`config.mk`:
```
export PLATFORM = sky130hd
export DESIGN_NAME = bp_update_scheduler
export DESIGN_NICKNAME = d
export VERILOG_FILES = /design/src/rtl/bp_update_scheduler.sv
export SDC_FILE = /design/constraint.sdc
export NUM_CORES = 1
export LEC_CHECK = 0
export CORE_MARGIN = 2
export CORE_UTILIZATION = 52
export CTS_CLUSTER_DIAMETER = 200
export CTS_CLUSTER_SIZE = 8
export DETAILED_ROUTE_END_ITERATION = 8
export PLACE_DENSITY_LB_ADDON = 0.25
export SLEW_MARGIN = 30
export SYNTH_ARGS = -nofsm -noshare
export SYNTH_HDL_FRONTEND = slang
export SYNTH_SLANG_ARGS = --single-unit
```
`constraint.sdc`:
```
create_clock -name clock -period 3.2 [get_ports clock]
set_input_delay 0.48 -clock clock [delete_from_list [all_inputs] [get_ports clock]]
set_output_delay 0.48 -clock clock [all_outputs]
set_load 0.05 [all_outputs]
```
`src/rtl/bp_update_scheduler.sv`:
```
// Branch predictor table write-port owner: resolves EX branches, raises flush/redirect,
// queues counter/target updates and arbitrates the single write port against a clear sweep.
//
// state | meaning
// IDLE  | no sweep; pop and apply queued updates, clear_req starts a sweep
// CLEAR | sweeping every table entry to target 0 / counter 01, FIFO held
// DRAIN | sweep finished with updates still queued; apply them, clear_req may restart sweep
module bp_update_scheduler #(
  parameter int ENTRIES = 128,
  parameter int IDX_W   = 7,
  parameter int FIFO_D  = 4
) (
  input  logic              clock,
  input  logic              reset,
  input  logic              ex_valid,
  input  logic              ex_is_branch,
  input  logic              ex_taken,
  input  logic [31:0]       ex_pc,
  input  logic [31:0]       ex_target,
  input  logic              ex_pred_taken,
  input  logic [31:0]       ex_pred_target,
  output logic              ex_ready,
  output logic              flush,
  output logic [31:0]       redirect_pc,
  input  logic              clear_req,
  output logic              clear_busy,
  output logic [IDX_W-1:0]  tbl_rd_idx,
  input  logic [1:0]        tbl_rd_ctr,
  output logic              tbl_we,
  output logic [IDX_W-1:0]  tbl_wr_idx,
  output logic [31:0]       tbl_wr_target,
  output logic [1:0]        tbl_wr_ctr,
  output logic [31:0]       br_count,
  output logic [31:0]       mispred_count
);

  localparam int PTR_W = $clog2(FIFO_D);

  typedef enum logic [1:0] {IDLE, CLEAR, DRAIN} state_t;

  state_t             state;
  logic [IDX_W-1:0]   q_idx    [FIFO_D];
  logic               q_taken  [FIFO_D];
  logic [31:0]        q_target [FIFO_D];
  logic [PTR_W:0]     wr_ptr, rd_ptr;
  logic [IDX_W-1:0]   sweep_idx;

  logic               fifo_empty, fifo_full;
  logic               acc, mispred, pop, hazard;
  logic [IDX_W-1:0]   head_idx;
  logic               head_taken;
  logic [31:0]        head_target;

  function automatic logic [1:0] sat_inc(input logic [1:0] c);
    return (c == 2'b11) ? c : c + 2'd1;
  endfunction

  function automatic logic [1:0] sat_dec(input logic [1:0] c);
    return (c == 2'b00) ? c : c - 2'd1;
  endfunction

  assign fifo_empty  = (wr_ptr == rd_ptr);
  assign fifo_full   = (wr_ptr[PTR_W] != rd_ptr[PTR_W]) &&
                       (wr_ptr[PTR_W-1:0] == rd_ptr[PTR_W-1:0]);
  assign ex_ready    = !fifo_full;
  assign acc         = ex_valid & ex_is_branch & ex_ready;
  assign mispred     = (ex_taken != ex_pred_taken) || (ex_taken && (ex_target != ex_pred_target));

  assign head_idx    = q_idx[rd_ptr[PTR_W-1:0]];
  assign head_taken  = q_taken[rd_ptr[PTR_W-1:0]];
  assign head_target = q_target[rd_ptr[PTR_W-1:0]];
  assign tbl_rd_idx  = head_idx;

  // Counter read is stale while a write to the same entry is still on the port.
  assign hazard = tbl_we && (tbl_wr_idx == head_idx);
  assign pop    = (state != CLEAR) && !clear_req && !fifo_empty && !hazard;

  always_ff @(posedge clock) begin
    if (acc) begin
      q_idx[wr_ptr[PTR_W-1:0]]    <= ex_pc[IDX_W+1:2];
      q_taken[wr_ptr[PTR_W-1:0]]  <= ex_taken;
      q_target[wr_ptr[PTR_W-1:0]] <= ex_target;
    end
  end

  always_ff @(posedge clock or negedge reset) begin
    if (!reset) begin
      state         <= IDLE;
      wr_ptr        <= '0;
      rd_ptr        <= '0;
      sweep_idx     <= '0;
      flush         <= 1'b0;
      redirect_pc   <= 32'd0;
      clear_busy    <= 1'b0;
      tbl_we        <= 1'b0;
      tbl_wr_idx    <= '0;
      tbl_wr_target <= 32'd0;
      tbl_wr_ctr    <= 2'b00;
      br_count      <= 32'd0;
      mispred_count <= 32'd0;
    end else begin
      if (acc) wr_ptr <= wr_ptr + 1'b1;
      if (pop) rd_ptr <= rd_ptr + 1'b1;

      flush       <= acc & mispred;
      redirect_pc <= (acc & mispred) ? (ex_taken ? ex_target : ex_pc + 32'd4) : 32'd0;
      if (acc && (br_count != 32'hFFFF_FFFF))
        br_count <= br_count + 32'd1;
      if (acc && mispred && (mispred_count != 32'hFFFF_FFFF))
        mispred_count <= mispred_count + 32'd1;

      tbl_we <= 1'b0;
      case (state)
        IDLE, DRAIN: begin
          if (clear_req) begin
            state      <= CLEAR;
            sweep_idx  <= '0;
            clear_busy <= 1'b1;
          end else begin
            if (pop) begin
              tbl_we        <= 1'b1;
              tbl_wr_idx    <= head_idx;
              tbl_wr_target <= head_target;
              tbl_wr_ctr    <= head_taken ? sat_inc(tbl_rd_ctr) : sat_dec(tbl_rd_ctr);
            end
            if (state == DRAIN && fifo_empty) state <= IDLE;
          end
        end
        CLEAR: begin
          tbl_we        <= 1'b1;
          tbl_wr_idx    <= sweep_idx;
          tbl_wr_target <= 32'd0;
          tbl_wr_ctr    <= 2'b01;
          sweep_idx     <= sweep_idx + 1'b1;
          if (sweep_idx == IDX_W'(ENTRIES - 1)) begin
            clear_busy <= 1'b0;
            state      <= (fifo_empty && !acc) ? IDLE : DRAIN;
          end
        end
        default: state <= IDLE;
      endcase
    end
  end

endmodule

```
==> run_results.csv <==
group,metric,value,unit
timing,clock_skew,0.01288,ns
floorplanning,core,25330,um^2
synth,synth_edf_count,160,
floorplanning,io-pin-count,253,
floorplanning,placementRows,58,
worst_hold_path,hp-class,"in2async",
synth,ys.flop_type,"edfxtp_1",
timing,slew_headroom,46.35,%
power_and_ir_drop,sw_frac_of_total,28.53,%
timing,hold_viol,0,
worst_setup_path,cp_slowest_cell,"clkdlybuf4s50_1",
floorplanning,initial_core_util,53.12,%
job,drv_cap,0,
layout,fin_util,70.52,%
drt,vias,9350,
clocking,cts_tree,"yes",
placement,io_buffers,252,
worst_setup_path,critPathBufInv,1,
placement,gp_congestion,0.8627,
timing,drv_slew,0,
power_and_ir_drop,clkPwrFrac,36.6,%
clocking,clkSlewWorstSetupHoldPaths,0.05,ns
worst_setup_path,endpoint_kind,"output port",
timing,setup_viol_count_final,0,
synth,synth.distinct_cells,46,
timing,min_period,3.066,ns
layout,area.growth.synth_to_final,32.77,%
power_and_ir_drop,p_seq_share,42.9,%
timing,timing.final.crit_share,95.80,%
worst_setup_path,path_class,"reg2out",
worst_setup_path,worst-r2r-setup-slack,0.36,ns
placement,placed_cell_area,16580,um^2
drt,route.detailed.drc,0,
layout,fin_cells,1669,
timing,fin_setup_tns,0,ns
timing,rsz0062_at_grt,"false",
worst_setup_path,start_kind,"flip-flop",
layout,antenna_cells,0,
layout,nets,1425,
synth,async_reset_ff_share,49.21,%
layout,multi_input_area,4568,um^2
synth,syn_area,13450,um^2
floorplanning,die_y,164.8,um
clocking,cts_sinks,315,
power_and_ir_drop,power_density,650.6,nW/um^2
clocking,ctsHtreeMaxLevel,2,
drt,post_drt_wl_per_cell,20.49,um
worst_setup_path,cp-startpoint,"rd_ptr[0]$_DFFE_PN0P_",
layout,final_common_cell,"clkdlybuf4s50_1",
worst_setup_path,r2r.worst_path.cells,8,
power_and_ir_drop,netSwitchingPower,3.315,mW
worst_setup_path,r2r_end,"tbl_wr_idx[2]$_DFFE_PN0P_",
layout,fillers,1779,
worst_setup_path,worstPathRequired,2.72,ns
power_and_ir_drop,combPwrFrac,20.5,%
floorplanning,die_width,164.8,um
layout,layout_common_cells,"249 x clkdlybuf4s50_1, 160 x edfxtp_1, 153 x dfrtp_1, 118 x nand2_1, 93 x nor2_1",
synth,syn_inst,1020,
drt,dr.pass1.iters,5,
synth,synth_seq_area_share,64.55,%
synth,syn_nets,1134,
clocking,insertion_delay,0.52,ns
floorplanning,die-area,27170,um^2
synth,synth-seq-cells,315,
global_route,grt_max_degree,62,
clocking,postCtsSetupBuffers,0,
placement,placed_cells,1593,
layout,drive_gt1_share,10.08,%
clocking,cts_max_path_buffers,3,
global_route,antenna_found_initial,0,
clocking,cts-buffers-inserted,45,
drt,via_per_inst,5.602,
global_route,grtUsageTotal,25.83,%
clocking,clockRootBuffer,"clkbuf_16",
layout,register_area,8686,um^2
worst_setup_path,regToRegStartpoint,"rd_ptr[0]$_DFFE_PN0P_",
worst_setup_path,cp_max_fo,18,
outcome,run_status,"finished clean",
power_and_ir_drop,irDropWorstVdd,0.4296,mV
drt,routed_wl,34200,um
layout,final_cell_area,17860,um^2
drt,antenna_left,0,
power_and_ir_drop,p_int,8.305,mW
timing,tightest_slew,0.8010,ns
power_and_ir_drop,p_leak,6.935,nW
drt,dr.first_iter.drc_count,812,
placement,hpwl,22830,um
global_route,grt_pass1_wl,52740,um
worst_setup_path,cp_top_family,"buffers and inverters",
worst_setup_path,slowest_delay,0.73,ns
timing,fmax,326.2,MHz
global_route,gr-total-overflow,0,
synth,syn_avg_cell_area,13.19,um^2
worst_setup_path,worstPathCellList,"mux4_2 -> clkdlybuf4s50_1",
global_route,first_global_vias,9447,
synth,yosys_warnings,0,
worst_setup_path,arrival,2.59,ns
-- cells by family (layout without fill, tap and decap cells) --
logic type               count (synthesis)  count (layout)  synth area share [%]
AO/OA/AOI/OAI                           64              64                 2.790
XOR/XNOR                               136             136                 8.854
adder cells (fa/ha/maj)                 10              10                0.9115
buffers and inverters                   53             372                 1.702
flip-flops                             315             315                 64.55
multiplexers                            53              53                 7.506
AND/OR/NAND/NOR                        389             389                 13.69
-- cells in the mapped netlist, types with 2 or more instances --
| cell type | number | area [um^2] |
|---|---|---|
| and4_1 | 5 | 43.79 |
| dfrtp_1 | 155 | 3879 |
| nor4_1 | 9 | 56.30 |
| clkbuf_1 | 20 | 75.07 |
| a21o_1 | 2 | 15.01 |
| nand2b_1 | 3 | 18.77 |
| mux4_2 | 38 | 855.8 |
| a21oi_1 | 38 | 190.2 |
| buf_1 | 6 | 22.52 |
| nand2_1 | 118 | 442.9 |
| mux2i_1 | 12 | 120.1 |
| o21ai_1 | 5 | 25.02 |
| nor4_2 | 2 | 25.02 |
| nand4_1 | 24 | 150.1 |
| nor2b_1 | 6 | 37.54 |
| xnor2_1 | 90 | 788.3 |
| inv_2 | 2 | 7.510 |
| a22o_1 | 5 | 43.79 |
| xor2_1 | 46 | 402.9 |
| mux2_1 | 2 | 22.52 |
| a31oi_1 | 3 | 18.77 |
| buf_2 | 9 | 45.04 |
| nor2_1 | 93 | 349.1 |
| ha_1 | 9 | 112.6 |
| edfxtp_1 | 160 | 4805 |
| nor3_1 | 13 | 65.06 |
| and2_1 | 7 | 43.79 |
| nand3_1 | 79 | 395.4 |
| o21ai_0 | 6 | 30.03 |
| or4_1 | 3 | 22.52 |
| and3_1 | 20 | 125.1 |
| buf_4 | 3 | 22.52 |
| or3_1 | 2 | 12.51 |
| inv_1 | 12 | 45.04 |
| nor3_2 | 2 | 20.02 |
-- how the worst max path moves through the flow --
stage,endpoint,slack [ns],depth (start not counted)
CTS,tbl_rd_idx[5],0.09,2
floorplan,q_idx[3][0]$_DFFE_PP_,0.16,7
global route,tbl_rd_idx[4],0.02,2
detailed placement,mispred_count[28]$_DFFE_PN0P_,-0.17,9
finish,tbl_rd_idx[5],0.13,2
global placement,mispred_count[20]$_DFFE_PN0P_,-0.07,9
-- metal layers --
metal  GRT usage (%)  share of wire (%)
met2           43.48                 50
met1           34.25                 42
met5               0                  0
met3           5.826                6.9
met4           6.719                1.8
-- power groups by stage --
stage | logic (mW) | clock network, mW | registers [mW]
after floorplan | 1.06 | 0 | 5.42
after global placement | 2.35 | 0 | 5.02
after detailed placement | 2.40 | 0 | 5.05
after CTS | 2.41 | 4.33 | 4.99
after global routing | 2.56 | 4.51 | 5.03
final | 2.38 | 4.25 | 4.98
-- worst reg2reg max path: cells and delay by family (launching register included) --
| family | cells | cell delay (ns) |
|---|---|---|
| AOI/OAI and AO/OA | 1 | 0.15 |
| xor gates and xnor gates | 1 | 0.17 |
| buffers and inverters | 1 | 0.26 |
| DFF | 1 | 0.69 |
| muxes | 1 | 0.65 |
| and+or+nand+nor | 4 | 0.85 |
-- sequential cells by signal (all words and copies together), names as in the netlist, 4 cells and up --
register and flops:
tbl_wr_target 32, sweep_idx 7, q_idx 28, q_target 128, redirect_pc 32, br_count 32
tbl_wr_idx 7, q_taken 4, mispred_count 32
-- per-stage QoR --
stage	hold slack, ns	worst slack (ns)	total power [mW]
2_1_floorplan	0.1844	0.1628	6.480
3_3_place_gp	0.4461	-0.07032	7.371
3_5_place_dp	0.4517	-0.1740	7.444
4_1_cts	0.4812	0.09344	11.73
5_1_grt	0.4947	0.02361	12.10
6_report	0.4774	0.1343	11.62
-- final cells by class --
cell class,instances,area share (%)
Sequential cell,315,48.63
Multi-Input combinational cell,652,25.58
Timing Repair Buffer,283,16.04
Clock buffer,73,7.012
Tap cell,330,2.312
Inverter,14,0.2942
Clock inverter,2,0.1331
-- what timing repair did --
action	CTS	global route
hold endpoints to repair	39	0
resized for setup	1	0
hold buffers	1	0
endpoints found under the setup margin	1	0
Power figures use the tool's default switching activity.
